--- config.mk ---
export PLATFORM = sky130hd
export DESIGN_NAME = instr_fetch_ctrl
export DESIGN_NICKNAME = d
export VERILOG_FILES = /design/src/rtl/mips_pkg.sv /design/src/rtl/instr_fetch_ctrl.sv
export SDC_FILE = /design/constraint.sdc
export NUM_CORES = 1
export LEC_CHECK = 0
export ABC_CLOCK_PERIOD_IN_PS = 3100
export BUFFER_PORTS_ARGS = -buffer_cell sky130_fd_sc_hd__buf_2
export CORE_MARGIN = 2
export CORE_UTILIZATION = 28
export CTS_CLUSTER_SIZE = 25
export DETAILED_ROUTE_END_ITERATION = 8
export PLACE_DENSITY_LB_ADDON = 0.1
export SLEW_MARGIN = 20
export SYNTH_ARGS = -nofsm -noshare
export SYNTH_HDL_FRONTEND = slang
export SYNTH_SLANG_ARGS = --single-unit
--- constraint.sdc ---
create_clock -name clk_i -period 3.1 [get_ports clk_i]
set_input_delay 0.465 -clock clk_i [delete_from_list [all_inputs] [get_ports clk_i]]
set_output_delay 0.465 -clock clk_i [all_outputs]
set_load 0.01 [all_outputs]
--- src/rtl/mips_pkg.sv ---
// Shared MIPS core types: fetch FSM states and
// instruction-register lane decode.
package mips_pkg;

  typedef enum logic [2:0] {
    IDLE,
    READ,
    WAIT,
    DONE,
    ERR
  } fetch_state_e;

  function automatic logic [3:0] lane_onehot(
    input logic [1:0] idx,
    input logic       big_endian
  );
    logic [1:0] lane;
    lane = big_endian ? ~idx : idx;
    return 4'b0001 << lane;
  endfunction

endpackage

--- src/rtl/instr_fetch_ctrl.sv ---
// Byte-serial instruction fetch: four byte reads
// assemble one word into the instruction register.
module instr_fetch_ctrl
  import mips_pkg::*;
#(
  parameter int TIMEOUT    = 15,
  parameter bit BIG_ENDIAN = 1'b0
) (
  input  logic        clk_i,
  input  logic        rst_i,
  input  logic        start_i,
  input  logic [31:0] pc_i,
  input  logic        abort_i,
  input  logic        mem_ready_i,
  output logic        mem_rd_o,
  output logic [31:0] mem_addr_o,
  output logic [3:0]  IRWrite_o,
  output logic        fetch_en_o,
  output logic        busy_o,
  output logic        err_o
);

  localparam int TW = $clog2(TIMEOUT + 1);

  fetch_state_e  state_q;
  fetch_state_e  state_d;
  logic [31:0]   base_q;
  logic [1:0]    byte_cnt;
  logic [TW-1:0] tmo_q;
  logic [31:0]   cur_addr;

  assign cur_addr = base_q + {30'd0, byte_cnt};

  always_comb begin
    state_d    = state_q;
    mem_rd_o   = 1'b0;
    mem_addr_o = 32'd0;
    IRWrite_o  = 4'd0;
    fetch_en_o = 1'b0;
    err_o      = 1'b0;
    busy_o     = (state_q != IDLE);
    unique case (state_q)
      IDLE: begin
        if (start_i && !abort_i)
          state_d = READ;
      end
      READ: begin
        mem_rd_o   = 1'b1;
        mem_addr_o = cur_addr;
        state_d    = WAIT;
      end
      WAIT: begin
        mem_addr_o = cur_addr;
        if (mem_ready_i) begin
          IRWrite_o = lane_onehot(byte_cnt, BIG_ENDIAN);
          state_d   = (byte_cnt == 2'd3) ? DONE : READ;
        end else if (tmo_q == TW'(TIMEOUT - 1)) begin
          state_d = ERR;
        end
      end
      DONE: begin
        fetch_en_o = 1'b1;
        state_d    = IDLE;
      end
      ERR: begin
        err_o   = 1'b1;
        state_d = IDLE;
      end
      default: state_d = IDLE;
    endcase
    // A flush wins over any completion or lane write this cycle
    if (abort_i && state_q != IDLE) begin
      state_d    = IDLE;
      IRWrite_o  = 4'd0;
      fetch_en_o = 1'b0;
      err_o      = 1'b0;
    end
  end

  always_ff @(posedge clk_i or posedge rst_i) begin
    if (rst_i) begin
      state_q  <= IDLE;
      base_q   <= 32'd0;
      byte_cnt <= 2'd0;
      tmo_q    <= '0;
    end else begin
      state_q <= state_d;
      if (state_q == IDLE && state_d == READ) begin
        base_q   <= pc_i;
        byte_cnt <= 2'd0;
      end
      if (state_q == WAIT && state_d == READ)
        byte_cnt <= byte_cnt + 2'd1;
      if (state_q == READ)
        tmo_q <= '0;
      else if (state_q == WAIT && !mem_ready_i)
        tmo_q <= tmo_q + 1'b1;
    end
  end

endmodule

* Word level (Yosys, flattened, before mapping)
Index checks and enable logic that the tools add are counted.
** Storage, ports and cells
- Flip-flop bits (word level) :: 41
- Bits of input ports :: 37
- Output and inout port bits :: 40
- Word-level logic and storage cells :: 46
** Operators by class
- $add $sub $neg :: 3
- Equality and inequality tests :: 7
- Shift operators :: 1
- Mux-type cells :: 19
- Reduce and logical (&&, ||, !) cells :: 12
** Operator list (count)
- $add A32 B2 Y32 :: 1
- $mux W32 :: 1
- $mux W4 :: 5
- $mux W3 :: 4
- $pmux W3 S3 :: 1
- $eq A3 B1 Y1 const B :: 2
- $eq A3 B2 Y1 const B :: 2
- $mux W2 :: 3
- $logic_and A1 B1 Y1 :: 5
- $mux W1 :: 5
- $add A4 B1 Y4 const B :: 1
- $eq A4 B4 Y1 const B :: 1
- $reduce_bool A2 Y1 :: 2
- $shl A1 B2 Y4 const A :: 1
- $eq A3 B3 Y1 const B :: 1
- $logic_not A3 Y1 :: 1
- $reduce_bool A3 Y1 :: 1
- $add A2 B1 Y2 const B :: 1
- $eq A2 B2 Y1 const B :: 1
- $logic_not A1 Y1 :: 2
- $reduce_or A2 Y1 :: 1

* Longest topological paths before layout
- Word-level depth :: 9
- Mapped depth :: 7
- Gate-level depth less buffers :: 6

* Least setup slack after synthesis
OpenSTA, ideal clock, no wires.
- Path kind :: register to output
- From :: reg byte_cnt[0]
- To :: out mem_addr_o[24]
- Arrival time :: 2356 ps
- Required time :: 2635 ps
- Setup slack :: 279 ps
- Stages on the path, launching flop included :: 8
- Path buffers :: 1
- Cell sequence :: dfrtp_1 -> ha_1 -> fa_1 -> nand3_4 -> or4_4 -> buf_6 -> or4_1 -> a21oi_1
** Between the ends
- Cells in the longest elaborated chain, start to end :: 2
** Ends and longest elaborated chain
- start: declaration :: line instr_fetch_ctrl.sv:28 : logic [1:0] byte_cnt;
- start signal: assignment :: line instr_fetch_ctrl.sv:93 : byte_cnt <= byte_cnt + 2'd1;
- $add A32 B2 Y32 :: line instr_fetch_ctrl.sv:32 : assign cur_addr = base_q + {30'd0, byte_cnt};
- $mux W32 :: line instr_fetch_ctrl.sv:42 : unique case (state_q)
- end: declaration :: line instr_fetch_ctrl.sv:16 : output logic [31:0] mem_addr_o,
No other way between the ends.

* Final worst setup path
- From :: reg byte_cnt[0]
- To :: out mem_addr_o[30]
Same word-level chain as after synthesis.

==> run_results.csv <==
group,metric,value,unit
outcome,run_status,"completed",
finish,final.fill_count,1006,
drt,dr_total_vias,2442,
floorplan,placeableCoreArea,9330,um^2
setup_path,crit-reg2reg-launch,"state_q[0]",
drt,wirelength,7230,um
placed_design,place.gp.congestion,0.756,
sta,setup_clock_skew_after_layout,9.13,ps
finish,final_common_cell,"sky130_fd_sc_hd__buf_2",
logic_synthesis,synth_register_bits,41,
logic_synthesis,number_of_enable_type_register_cells_in_the_synthesized_netlist,0,
finish,post_route_cells_drive_above_1_share,39.1,%
setup_path,critPathBufInv,1,
finish,diodes,0,
clock_network,cts_tree,"done",
drt,detail_route.vias_per_cell,4.96,
setup_path,cp_max_fo,6,
floorplan,dieArea,10500,um^2
sta,fin_tns_setup,0,ps
floorplan,placementRows,35,
drt,antenna_left,0,
placed_design,half_perimeter_wire_length_of_the_detailed_placement_result,5030,um
setup_path,cp_slowest_cell,"sky130_fd_sc_hd__or4_4",
logic_synthesis,synthesis.instances,287,
sta,rsz0062_at_grt,"yes",
power_and_ir_drop,pwr_density_cell,488,nW/um^2
logic_synthesis,synth_top_cell_area_share,37.8,%
finish,most_frequent_cells_in_the_layout,"76 x sky130_fd_sc_hd__buf_2, 40 x sky130_fd_sc_hd__dfrtp_1, 33 x sky130_fd_sc_hd__mux2_2",
setup_path,worst_r2r_endpoint,"byte_cnt[0]",
setup_path,cp_top_family,"simple AND/OR/NAND/NOR gates",
clock_network,cts_buffers,5,
floorplan,top_level_ports,77,
logic_synthesis,async_flop_share,100,%
logic_synthesis,synth_top_flop_cell,"sky130_fd_sc_hd__dfrtp_1",
sta,hold_violations,0,
logic_synthesis,synth.largest_area_cell,"sky130_fd_sc_hd__dfrtp_1",
clock_network,cts_max_path_buffers,2,
clock_network,worstSkewPairLatency,300,ps
finish,finish.utilization,36.7,%
placed_design,portBuffers,76,
power_and_ir_drop,static-leakage-power,0.00146,uW
logic_synthesis,synth.cell_area,2710,um^2
sta,worst_slack,24.5,ps
sta,max_slew.worst_pin.slew,739,ps
sta,final.period_utilization,99.2,%
setup_path,r2r_setup_slack,1210,ps
global_routing,grt.overflow.total,0,
clock_network,ctsHoldBuffers,0,
finish,fin_nets,408,
global_routing,antenna_found_initial,0,
setup_path,worst_r2r_path_depth,4,
sta,max_slew_margin,50.4,%
clock_network,clock_pin_transition_on_the_worst_setup_and_hold_timing_paths,80,ps
drt,routed_wire_length_per_instance,14.7,um
job,maxCapViolCount,0,
logic_synthesis,synthesis.nets,333,
power_and_ir_drop,worst_ir_drop_on_vdd,0.000226,V
sta,fmax,325,MHz
drt,detail_route.iter0.violations,38,
logic_synthesis,synth_area_leaders,"sky130_fd_sc_hd__dfrtp_1 38%, sky130_fd_sc_hd__mux2_2 14%, sky130_fd_sc_hd__a21oi_1 4.2%",
global_routing,grt_first_pass_wirelength,11400,um
floorplan,die-width,102,um
global_routing,grt_max_degree,33,
sta,post_layout_minimum_cycle_time,3080,ps
setup_path,critPathKind,"reg2out",
floorplan,die_h,102,um
setup_path,crit_path_end_kind,"output pin",
sta,final-max-slew-violation-count,0,
drt,route.detailed.drc,0,
setup_path,worstSetupPathDepth,7,
finish,area_delta_synth_final,26.3,%
logic_synthesis,syn-mean-instance-area,9.45,um^2
worst_hold_path,hp_class,"in2async",
setup_path,worstPathArrival,2610,ps
setup_path,crit_required,2630,ps
floorplan,initial_utilization,29.1,%
placed_design,detailed_place.area,3210,um^2
setup_path,startpoint_type,"flip-flop",
logic_synthesis,yosys.cell_types.count,39,
finish,area_of_all_placed_cells_without_fillers,3420,um^2
clock_network,clock-root-buffer,"sky130_fd_sc_hd__clkbuf_8",
logic_synthesis,ys_seq_area_share,37.8,%
global_routing,grt_usage,13.8,%
clock_network,h_tree_depth,2,
drt,drt-pass1-iter-count,4,
clock_network,clock_sink_count,41,
placed_design,post_placement_worst_setup_slack,231,ps
logic_synthesis,number_of_warnings_reported_in_the_yosys_synthesis_log,0,
setup_path,crit_chain,"ha_4 > fa_2 > nand3_4 > or4_4 > or4_1 > a21oi_2 > buf_2",
sta,setup-violations-final,0,
setup_path,cpPeakStageDelay,610,ps
global_routing,number_of_global_route_vias_before_repair,2351,
-- sequential cells by signal, summed over array words and instances (netlist names) --
register  cells
tmo_q         4
byte_cnt      2
base_q       32
state_q       3
-- worst max path at each step --
stage | start | to | slack, ps
finish | byte_cnt[0] | mem_addr_o[30] | 20
global route | byte_cnt[0] | mem_addr_o[30] | -80
CTS | byte_cnt[0] | mem_addr_o[28] | -10
detailed placement | base_q[0] | mem_addr_o[28] | 230
global placement | base_q[0] | mem_addr_o[28] | 250
floorplan | byte_cnt[0] | mem_addr_o[24] | 280
-- power breakdown --
part           switching [uW]  leakage [uW]  internal [uW]  total [uW]
registers                 138      0.000498            633         771
clock network             193     0.0000585            263         456
logic                     220      0.000907            224         444
total                     551       0.00146           1120        1670
-- metal layers --
metal,vias up,global-route usage [%],part of all wire [%]
met1,1172,18.5,48
li1,1212,-,-
met2,51,23.0,47
met3,7,2.26,3.8
met5,-,0,0
met4,0,4.31,1.2
-- Yosys cell counts, types with 2 or more instances --
| cell | number |
|---|---|
| sky130_fd_sc_hd__o31ai_1 | 12 |
| sky130_fd_sc_hd__xor2_1 | 3 |
| sky130_fd_sc_hd__dfrtp_1 | 41 |
| sky130_fd_sc_hd__and2_1 | 6 |
| sky130_fd_sc_hd__nand2b_1 | 5 |
| sky130_fd_sc_hd__or3_1 | 8 |
| sky130_fd_sc_hd__nand3_1 | 8 |
| sky130_fd_sc_hd__nor2_1 | 15 |
| sky130_fd_sc_hd__and4_1 | 2 |
| sky130_fd_sc_hd__nand2_1 | 16 |
| sky130_fd_sc_hd__xnor2_1 | 9 |
| sky130_fd_sc_hd__nand4_1 | 5 |
| sky130_fd_sc_hd__nor3_1 | 10 |
| sky130_fd_sc_hd__and3_1 | 3 |
| sky130_fd_sc_hd__nor4b_1 | 3 |
| sky130_fd_sc_hd__buf_1 | 4 |
| sky130_fd_sc_hd__or4_1 | 14 |
| sky130_fd_sc_hd__inv_1 | 10 |
| sky130_fd_sc_hd__mux2_2 | 33 |
| sky130_fd_sc_hd__clkbuf_1 | 10 |
| sky130_fd_sc_hd__nand4b_1 | 2 |
| sky130_fd_sc_hd__mux2i_1 | 3 |
| sky130_fd_sc_hd__o21a_1 | 3 |
| sky130_fd_sc_hd__ha_1 | 8 |
| sky130_fd_sc_hd__a21oi_1 | 23 |
| sky130_fd_sc_hd__o21ai_0 | 14 |
| sky130_fd_sc_hd__nor4_1 | 5 |
-- logic make-up (layout without fill, tap and decap cells) --
kind of cell	after synthesis	count (layout)	synth area share, %
AND/OR/NAND/NOR	109	110	23.6
buffers and inverters	26	101	3.92
XOR/XNOR	12	12	3.88
AO/OA/AOI/OAI	54	54	11.5
flip-flops	41	41	37.8
adder cells (fa/ha/maj)	9	9	4.43
multiplexers	36	36	14.8
-- worst reg2reg max path: cells and delay by family (launching register included) --
family          cells  cell delay [ps]
compound gates      2              540
flops               1              560
mux                 1              380
simple gates        1              320
-- timing repair --
item | CTS | global route
pin swaps | 1 | 8
setup buffers | 1 | 2
gates cloned | 0 | 1
endpoints found under the setup margin | 12 | 11
resized for setup | 4 | 11
-- final cells by class --
class,count,area [um^2],share of cell area (%)
Multi-Input combinational cell,221,1650,48.2
Clock inverter,1,30.0,0.877
Sequential cell,41,1030,30.0
Inverter,10,37.5,1.10
Tap cell,129,161,4.71
Timing Repair Buffer,83,433,12.6
Clock buffer,7,86.3,2.52
-- through the flow --
stage	cells	total power [uW]	hold slack, ps
4_1_cts	489	1680	206
2_1_floorplan	287	1050	486
6_report	492	1670	191
3_5_place_dp	480	1210	505
5_1_grt	492	1790	237
3_3_place_gp	480	1210	496
Note: power is estimated with default switching activity, not from simulation.
